`config.mk`:
```
export PLATFORM = sky130hd
export DESIGN_NAME = spectrum_peak_detect_flat
export DESIGN_NICKNAME = d
export VERILOG_FILES = /design/src/rtl/fft_pkg.sv /design/src/rtl/spectrum_peak_detect_if.sv /design/src/rtl/spectrum_peak_detect.sv /design/src/flat_wrapper.sv
export SDC_FILE = /design/constraint.sdc
export NUM_CORES = 1
export LEC_CHECK = 0
export CORE_MARGIN = 3
export CORE_UTILIZATION = 45
export CTS_BUF_LIST = sky130_fd_sc_hd__clkbuf_16
export DETAILED_ROUTE_END_ITERATION = 10
export PLACE_DENSITY = 0.69
export SETUP_SLACK_MARGIN = 0.1
export SYNTH_ARGS = -nofsm -noshare
export SYNTH_HDL_FRONTEND = slang
export SYNTH_SLANG_ARGS = --single-unit
```
`constraint.sdc`:
```
create_clock -name clk_50m -period 2.39 [get_ports clk_50m]
set_input_delay 0.239 -clock clk_50m [delete_from_list [all_inputs] [get_ports clk_50m]]
set_output_delay 0.239 -clock clk_50m [all_outputs]
set_load 0.1 [all_outputs]
```
`src/rtl/fft_pkg.sv`:
```
// Constants and FSM encoding shared by the FFT, modulus and peak-search stages.
// Compile-time only; no timing or backpressure of its own.
package fft_pkg;

    localparam int FFT_LEN_DEF = 128;
    localparam int DATA_W_DEF  = 12;

    typedef enum logic {
        IDLE = 1'b0,
        ACC  = 1'b1
    } state_t;

endpackage

```
`src/rtl/spectrum_peak_detect_if.sv`:
```
// Magnitude stream in (no backpressure) and peak result out (valid/ready).
// Master is the upstream/consumer side; slave is the peak detector.
interface spectrum_peak_detect_if
    import fft_pkg::*;
#(
    parameter int DATA_W = DATA_W_DEF,
    parameter int BIN_W  = $clog2(FFT_LEN_DEF)
);

    logic [DATA_W-1:0] data_modulus;
    logic              data_sop;
    logic              data_eop;
    logic              data_valid;
    logic [DATA_W-1:0] peak_mag;
    logic [BIN_W-1:0]  peak_bin;
    logic [DATA_W-1:0] dc_mag;
    logic              result_valid;
    logic              result_ready;
    logic              frame_err;
    logic              result_ovf;

    modport master (
        output data_modulus, data_sop, data_eop, data_valid, result_ready,
        input  peak_mag, peak_bin, dc_mag, result_valid, frame_err, result_ovf
    );

    modport slave (
        input  data_modulus, data_sop, data_eop, data_valid, result_ready,
        output peak_mag, peak_bin, dc_mag, result_valid, frame_err, result_ovf
    );

endinterface

```
`src/rtl/spectrum_peak_detect.sv`:
```
// Per-frame peak search over bins 1..FFT_LEN/2 plus DC capture; result 1 cycle after eop.
// Input never stalls; an unconsumed result is overwritten by the next frame (result_ovf pulse).
module spectrum_peak_detect
    import fft_pkg::*;
#(
    parameter int  FFT_LEN = FFT_LEN_DEF,
    parameter int  DATA_W  = DATA_W_DEF,
    localparam int BIN_W   = $clog2(FFT_LEN)
) (
    input  logic                  clk_50m,
    input  logic                  rst_n,
    spectrum_peak_detect_if.slave bus
);

    localparam logic [BIN_W-1:0] LAST_BIN = BIN_W'(FFT_LEN - 1);
    localparam logic [BIN_W-1:0] HALF_BIN = BIN_W'(FFT_LEN / 2);

    state_t            r_state;
    logic [BIN_W-1:0]  r_cnt;
    logic [DATA_W-1:0] r_dc_work;
    logic [DATA_W-1:0] r_pk_mag_work;
    logic [BIN_W-1:0]  r_pk_bin_work;

    logic [DATA_W-1:0] r_peak_mag;
    logic [BIN_W-1:0]  r_peak_bin;
    logic [DATA_W-1:0] r_dc_mag;
    logic              r_result_valid;
    logic              r_frame_err;
    logic              r_result_ovf;

    logic w_handshake;
    logic w_last;
    logic w_in_range;
    logic w_greater;

    assign w_handshake = r_result_valid && bus.result_ready;
    assign w_last      = (r_cnt == LAST_BIN);
    assign w_in_range  = (r_cnt <= HALF_BIN);
    assign w_greater   = (bus.data_modulus > r_pk_mag_work);

    always_ff @(posedge clk_50m or negedge rst_n) begin
        if (!rst_n) begin
            r_state        <= IDLE;
            r_cnt          <= '0;
            r_dc_work      <= '0;
            r_pk_mag_work  <= '0;
            r_pk_bin_work  <= '0;
            r_peak_mag     <= '0;
            r_peak_bin     <= '0;
            r_dc_mag       <= '0;
            r_result_valid <= 1'b0;
            r_frame_err    <= 1'b0;
            r_result_ovf   <= 1'b0;
        end else begin
            r_frame_err  <= 1'b0;
            r_result_ovf <= 1'b0;
            if (w_handshake) begin
                r_result_valid <= 1'b0;
            end

            if (bus.data_valid) begin
                case (r_state)
                    IDLE: begin
                        if (bus.data_sop) begin
                            r_cnt         <= BIN_W'(1);
                            r_dc_work     <= bus.data_modulus;
                            r_pk_mag_work <= '0;
                            r_pk_bin_work <= '0;
                            // sop+eop on one beat is a one-bin frame: start, then abort
                            if (bus.data_eop) begin
                                r_frame_err <= 1'b1;
                                r_state     <= IDLE;
                            end else begin
                                r_state     <= ACC;
                            end
                        end
                    end

                    ACC: begin
                        if (bus.data_sop) begin
                            r_frame_err   <= 1'b1;
                            r_cnt         <= BIN_W'(1);
                            r_dc_work     <= bus.data_modulus;
                            r_pk_mag_work <= '0;
                            r_pk_bin_work <= '0;
                            r_state       <= ACC;
                        end else if (w_last) begin
                            if (bus.data_eop) begin
                                r_peak_mag     <= r_pk_mag_work;
                                r_peak_bin     <= r_pk_bin_work;
                                r_dc_mag       <= r_dc_work;
                                r_result_valid <= 1'b1;
                                if (r_result_valid && !bus.result_ready) begin
                                    r_result_ovf <= 1'b1;
                                end
                            end else begin
                                r_frame_err <= 1'b1;
                            end
                            r_state <= IDLE;
                        end else if (bus.data_eop) begin
                            r_frame_err <= 1'b1;
                            r_state     <= IDLE;
                        end else begin
                            // strict compare keeps the lowest bin on ties
                            if (w_in_range && w_greater) begin
                                r_pk_mag_work <= bus.data_modulus;
                                r_pk_bin_work <= r_cnt;
                            end
                            r_cnt <= r_cnt + BIN_W'(1);
                        end
                    end

                    default: r_state <= IDLE;
                endcase
            end
        end
    end

    assign bus.peak_mag     = r_peak_mag;
    assign bus.peak_bin     = r_peak_bin;
    assign bus.dc_mag       = r_dc_mag;
    assign bus.result_valid = r_result_valid;
    assign bus.frame_err    = r_frame_err;
    assign bus.result_ovf   = r_result_ovf;

endmodule
```
`src/flat_wrapper.sv`:
```
// flat-port wrapper written by rule: the top's interface ports become plain ports
module spectrum_peak_detect_flat import fft_pkg::*;
#(
    parameter int  FFT_LEN = FFT_LEN_DEF,
    parameter int  DATA_W  = DATA_W_DEF,
    localparam int BIN_W   = $clog2(FFT_LEN)
)
  (clk_50m, rst_n, bus_data_modulus, bus_data_sop, bus_data_eop, bus_data_valid, bus_result_ready, bus_peak_mag, bus_peak_bin, bus_dc_mag, bus_result_valid, bus_frame_err, bus_result_ovf);
  spectrum_peak_detect_if #(.DATA_W(DATA_W)) bus_i ();
  input  logic clk_50m;
  input  logic rst_n;
  input wire logic [$bits(bus_i.data_modulus)-1:0] bus_data_modulus;
  input wire logic [$bits(bus_i.data_sop)-1:0] bus_data_sop;
  input wire logic [$bits(bus_i.data_eop)-1:0] bus_data_eop;
  input wire logic [$bits(bus_i.data_valid)-1:0] bus_data_valid;
  input wire logic [$bits(bus_i.result_ready)-1:0] bus_result_ready;
  output wire logic [$bits(bus_i.peak_mag)-1:0] bus_peak_mag;
  output wire logic [$bits(bus_i.peak_bin)-1:0] bus_peak_bin;
  output wire logic [$bits(bus_i.dc_mag)-1:0] bus_dc_mag;
  output wire logic [$bits(bus_i.result_valid)-1:0] bus_result_valid;
  output wire logic [$bits(bus_i.frame_err)-1:0] bus_frame_err;
  output wire logic [$bits(bus_i.result_ovf)-1:0] bus_result_ovf;
  assign bus_i.data_modulus = bus_data_modulus;
  assign bus_i.data_sop = bus_data_sop;
  assign bus_i.data_eop = bus_data_eop;
  assign bus_i.data_valid = bus_data_valid;
  assign bus_i.result_ready = bus_result_ready;
  assign bus_peak_mag = bus_i.peak_mag;
  assign bus_peak_bin = bus_i.peak_bin;
  assign bus_dc_mag = bus_i.dc_mag;
  assign bus_result_valid = bus_i.result_valid;
  assign bus_frame_err = bus_i.frame_err;
  assign bus_result_ovf = bus_i.result_ovf;
  spectrum_peak_detect #(.FFT_LEN(FFT_LEN), .DATA_W(DATA_W)) u_core (.clk_50m(clk_50m), .rst_n(rst_n), .bus(bus_i));
endmodule
```
==> results of run 1 <==
-- stage by stage --
stage | utilization (%) | total power [µW] | cell area, µm²
2_1_floorplan | - | 1593 | 3219
3_3_place_gp | 56.19 | 1736 | 3860
3_5_place_dp | 56.19 | 1745 | 3860
4_1_cts | 61.53 | 3235 | 4227
5_1_grt | 61.64 | 3362 | 4234
6_report | 61.64 | 3201 | 4234
-- layout make-up --
class | instances | area share, %
clock buffer | 9 | 5.319
tap | 96 | 2.837
multi-input combinational | 159 | 29.96
clock inverter | 7 | 2.453
sequential | 73 | 43.14
inverter | 19 | 1.684
timing repair buffer | 72 | 14.60
-- synth_stat cells, drive strengths merged (2+ instances only) --
cell type | number | area share (%)
a21o | 3 | 0.70
a21oi | 6 | 0.93
a22o | 19 | 5.4
and2 | 2 | 0.39
buf | 6 | 1.5
clkbuf | 3 | 0.35
dfrtp | 73 | 57
ha | 16 | 6.2
inv | 19 | 2.2
mux2 | 31 | 11
nand2 | 23 | 2.7
nand2b | 2 | 0.39
nand3 | 5 | 0.93
nand4 | 5 | 0.97
nor2 | 4 | 0.47
nor2b | 3 | 0.82
nor3 | 2 | 0.31
o211ai | 2 | 0.62
o21ai | 24 | 3.7
o31ai | 3 | 0.70
-- routing by layer --
layer / vias up / track usage (%) / part of all wire (%)
met5: - / 0 / 0
met4: 0 / 7.270 / 1.9
met3: 10 / 4.583 / 3.9
met2: 43 / 26.37 / 45
met1: 1077 / 25.40 / 49
li1: 1079 / - / -
-- cells by family after synthesis --
family | share of synthesized area, %
AOI/OAI and AO/OA | 14.38
muxes | 10.84
DFF | 56.74
buffers and inverters | 4.081
adders and majority gates | 6.218
and+or+nand+nor | 7.734
-- worst paths after layout --
path	start	endpoint
max in group asynchronous	rst_n	u_core.bus.peak_bin[0]$_DFFE_PN0P_
min reg2reg	u_core.bus.peak_mag[10]$_DFFE_PN0P_	u_core.bus.peak_mag[10]$_DFFE_PN0P_
max	u_core.r_pk_mag_work[10]$_DFFE_PN0P_	u_core.r_pk_bin_work[0]$_DFFE_PN0P_
max reg2reg	u_core.r_pk_mag_work[10]$_DFFE_PN0P_	u_core.r_pk_bin_work[0]$_DFFE_PN0P_
min	rst_n	u_core.bus.peak_mag[5]$_DFFE_PN0P_
min in group clk_50m	u_core.bus.peak_mag[10]$_DFFE_PN0P_	u_core.bus.peak_mag[10]$_DFFE_PN0P_
-- worst reg2reg max path, delay by kind of cell (launching register included) --
family / cells / cell delay [ns]
AO/OA/AOI/OAI: 3 / 0.81
flip-flops: 1 / 0.36
adder cells (fa/ha/maj): 1 / 0.31
AND/OR/NAND/NOR: 2 / 0.28
buffers and inverters: 2 / 0.26
-- report_power, final --
part	internal, µW	switching, µW
combinational	178	187
clock	924	538
sequential	1310	63.2
-- sequential cells by signal, indices dropped and copies added (netlist names) --
signal,cells
u_core.r_pk_mag_work,12
u_core.bus.frame_err,1
u_core.bus.result_ovf,1
u_core.r_pk_bin_work,7
u_core.r_dc_work,12
u_core.r_state,1
u_core.bus.dc_mag,12
u_core.bus.peak_mag,12
u_core.bus.result_valid,1
u_core.r_cnt,7
u_core.bus.peak_bin,7
-- repair_timing --
action | 4_1_cts | 5_1_grt
buffers inserted | 2 | 0
hold buffers | 1 | 0
resized for setup | 0 | 1
endpoints found under the hold margin | 29 | 0
pin swaps | 1 | 0
setup endpoints to repair | 19 | 19
==> results.cfg, run 1 <==
[run_status]
status = complete, no violations

[floorplan]
die-area_um2 = 8205
io_pins = 52
die_h_um = 90.58
initial_core_util_pct = 46.87
coreArea_um2 = 6869
num_rows = 30
die_x_um = 90.58

[clock_network]
clock-sinks = 73
root_buffer = clkbuf_16
htree_levels = 3
cts_buffer_depth = 2
cts_tree = done
clock_latency_ns = 0.33
clk_pin_slew_ns = 0.06
cts_made_buffers = 9

[setup_path]
max_stage_delay_ns = 0.36
cp_slowest_cell = dfrtp_1
critPathBufInv = 2
worstSetupPathType = flop to flop
arrival_ns = 2.35
required_ns = 2.61
cp_cell_sequence = inv_1 > ha_1 > nand4_1 > buf_4 > o311ai_2 > nor3_1 > o31a_2 > a22o_2
cp.depth = 8
r2r_setup_slack_ns = 0.26
cp-end-kind = flop
cp_top_family = compound AO/OA/AOI/OAI gates
r2r_cells = 8
path_max_fanout = 19
startpoint_type = flop

[sta]
timing.fmax_mhz = 468.9
clock_skew_ns = 0.006562
layout_min_cycle_time_ns = 2.133
final.period_utilization_pct = 89.23
setup_viol = 0
setup_tns_ns = 0
slew_viol_final = 0
fin_ws_ns = 0.2574
rsz0062_at_grt = no
slew_headroom_pct = 53.86
hold_viol = 0
tightest_slew_ns = 0.6921
holdWs_ns = 0.4827

[routing]
drt_iter0_markers = 104
drtPass1Iterations = 4
wl_per_cell_um = 14.77
routed_wirelength_um = 6426
antenna_left = 0
vias = 2209
drt-vias-per-instance = 5.078
drc = 0

[yosys]
netlist_area_um2 = 3219
yosysSeqAreaShare_pct = 56.74
syn_nets = 294
synthCells = 260
synth_enable_flop_cells = 0
synthFlopType = dfrtp_1
yosys_warnings = 0
synth-async-reset-ratio_pct = 100.0
synth.avg_cell_area_um2 = 12.38
synth_cell_types = 35
ys_ff_latch = 73

[placement]
gp_congestion = 0.7993
place_ws_ns = -0.3135
dp_cells = 416
hpwlAfterDp_um = 4435
port_buffers = 51

[finish]
final_cells = 435
antennaDiodeCount = 0
drive_above_1_share_pct = 34.51
area_growth_pct = 31.52
final_common_cell = dfrtp_1
final_nets = 368
multi_input_area_um2 = 1269
fillerInstances = 567
mostFrequentLayoutCells = 73 x dfrtp_1, 51 x buf_4, 31 x mux2_2, 23 x nand2_1, 23 x o21ai_0
ff_latch_area_um2 = 1827

[global_routing]
grt_pass1_wl_um = 11630
grt_pass1_vias = 2309
grt_overflow = 0
antenna_found_initial = 0
grtUsageTotal_pct = 17.95
grt_max_degree = 45

[pwr]
p_leak_uw = 0.002056
peakVddDrop_mv = 0.4004
power.density_nw_per_um2 = 755.9

[run]
drv_cap = 0

[worst_hold_path]
hp-class = primary input to asynchronous set/reset pin
Note: power is estimated with default switching activity, not from simulation.
==> run 2: changes to the inputs <==
Settings changed: ABC_CLOCK_PERIOD_IN_PS set to 2390.
==> results of run 2 <==
Final layout, timing and power as in run 1 (identical DEF).
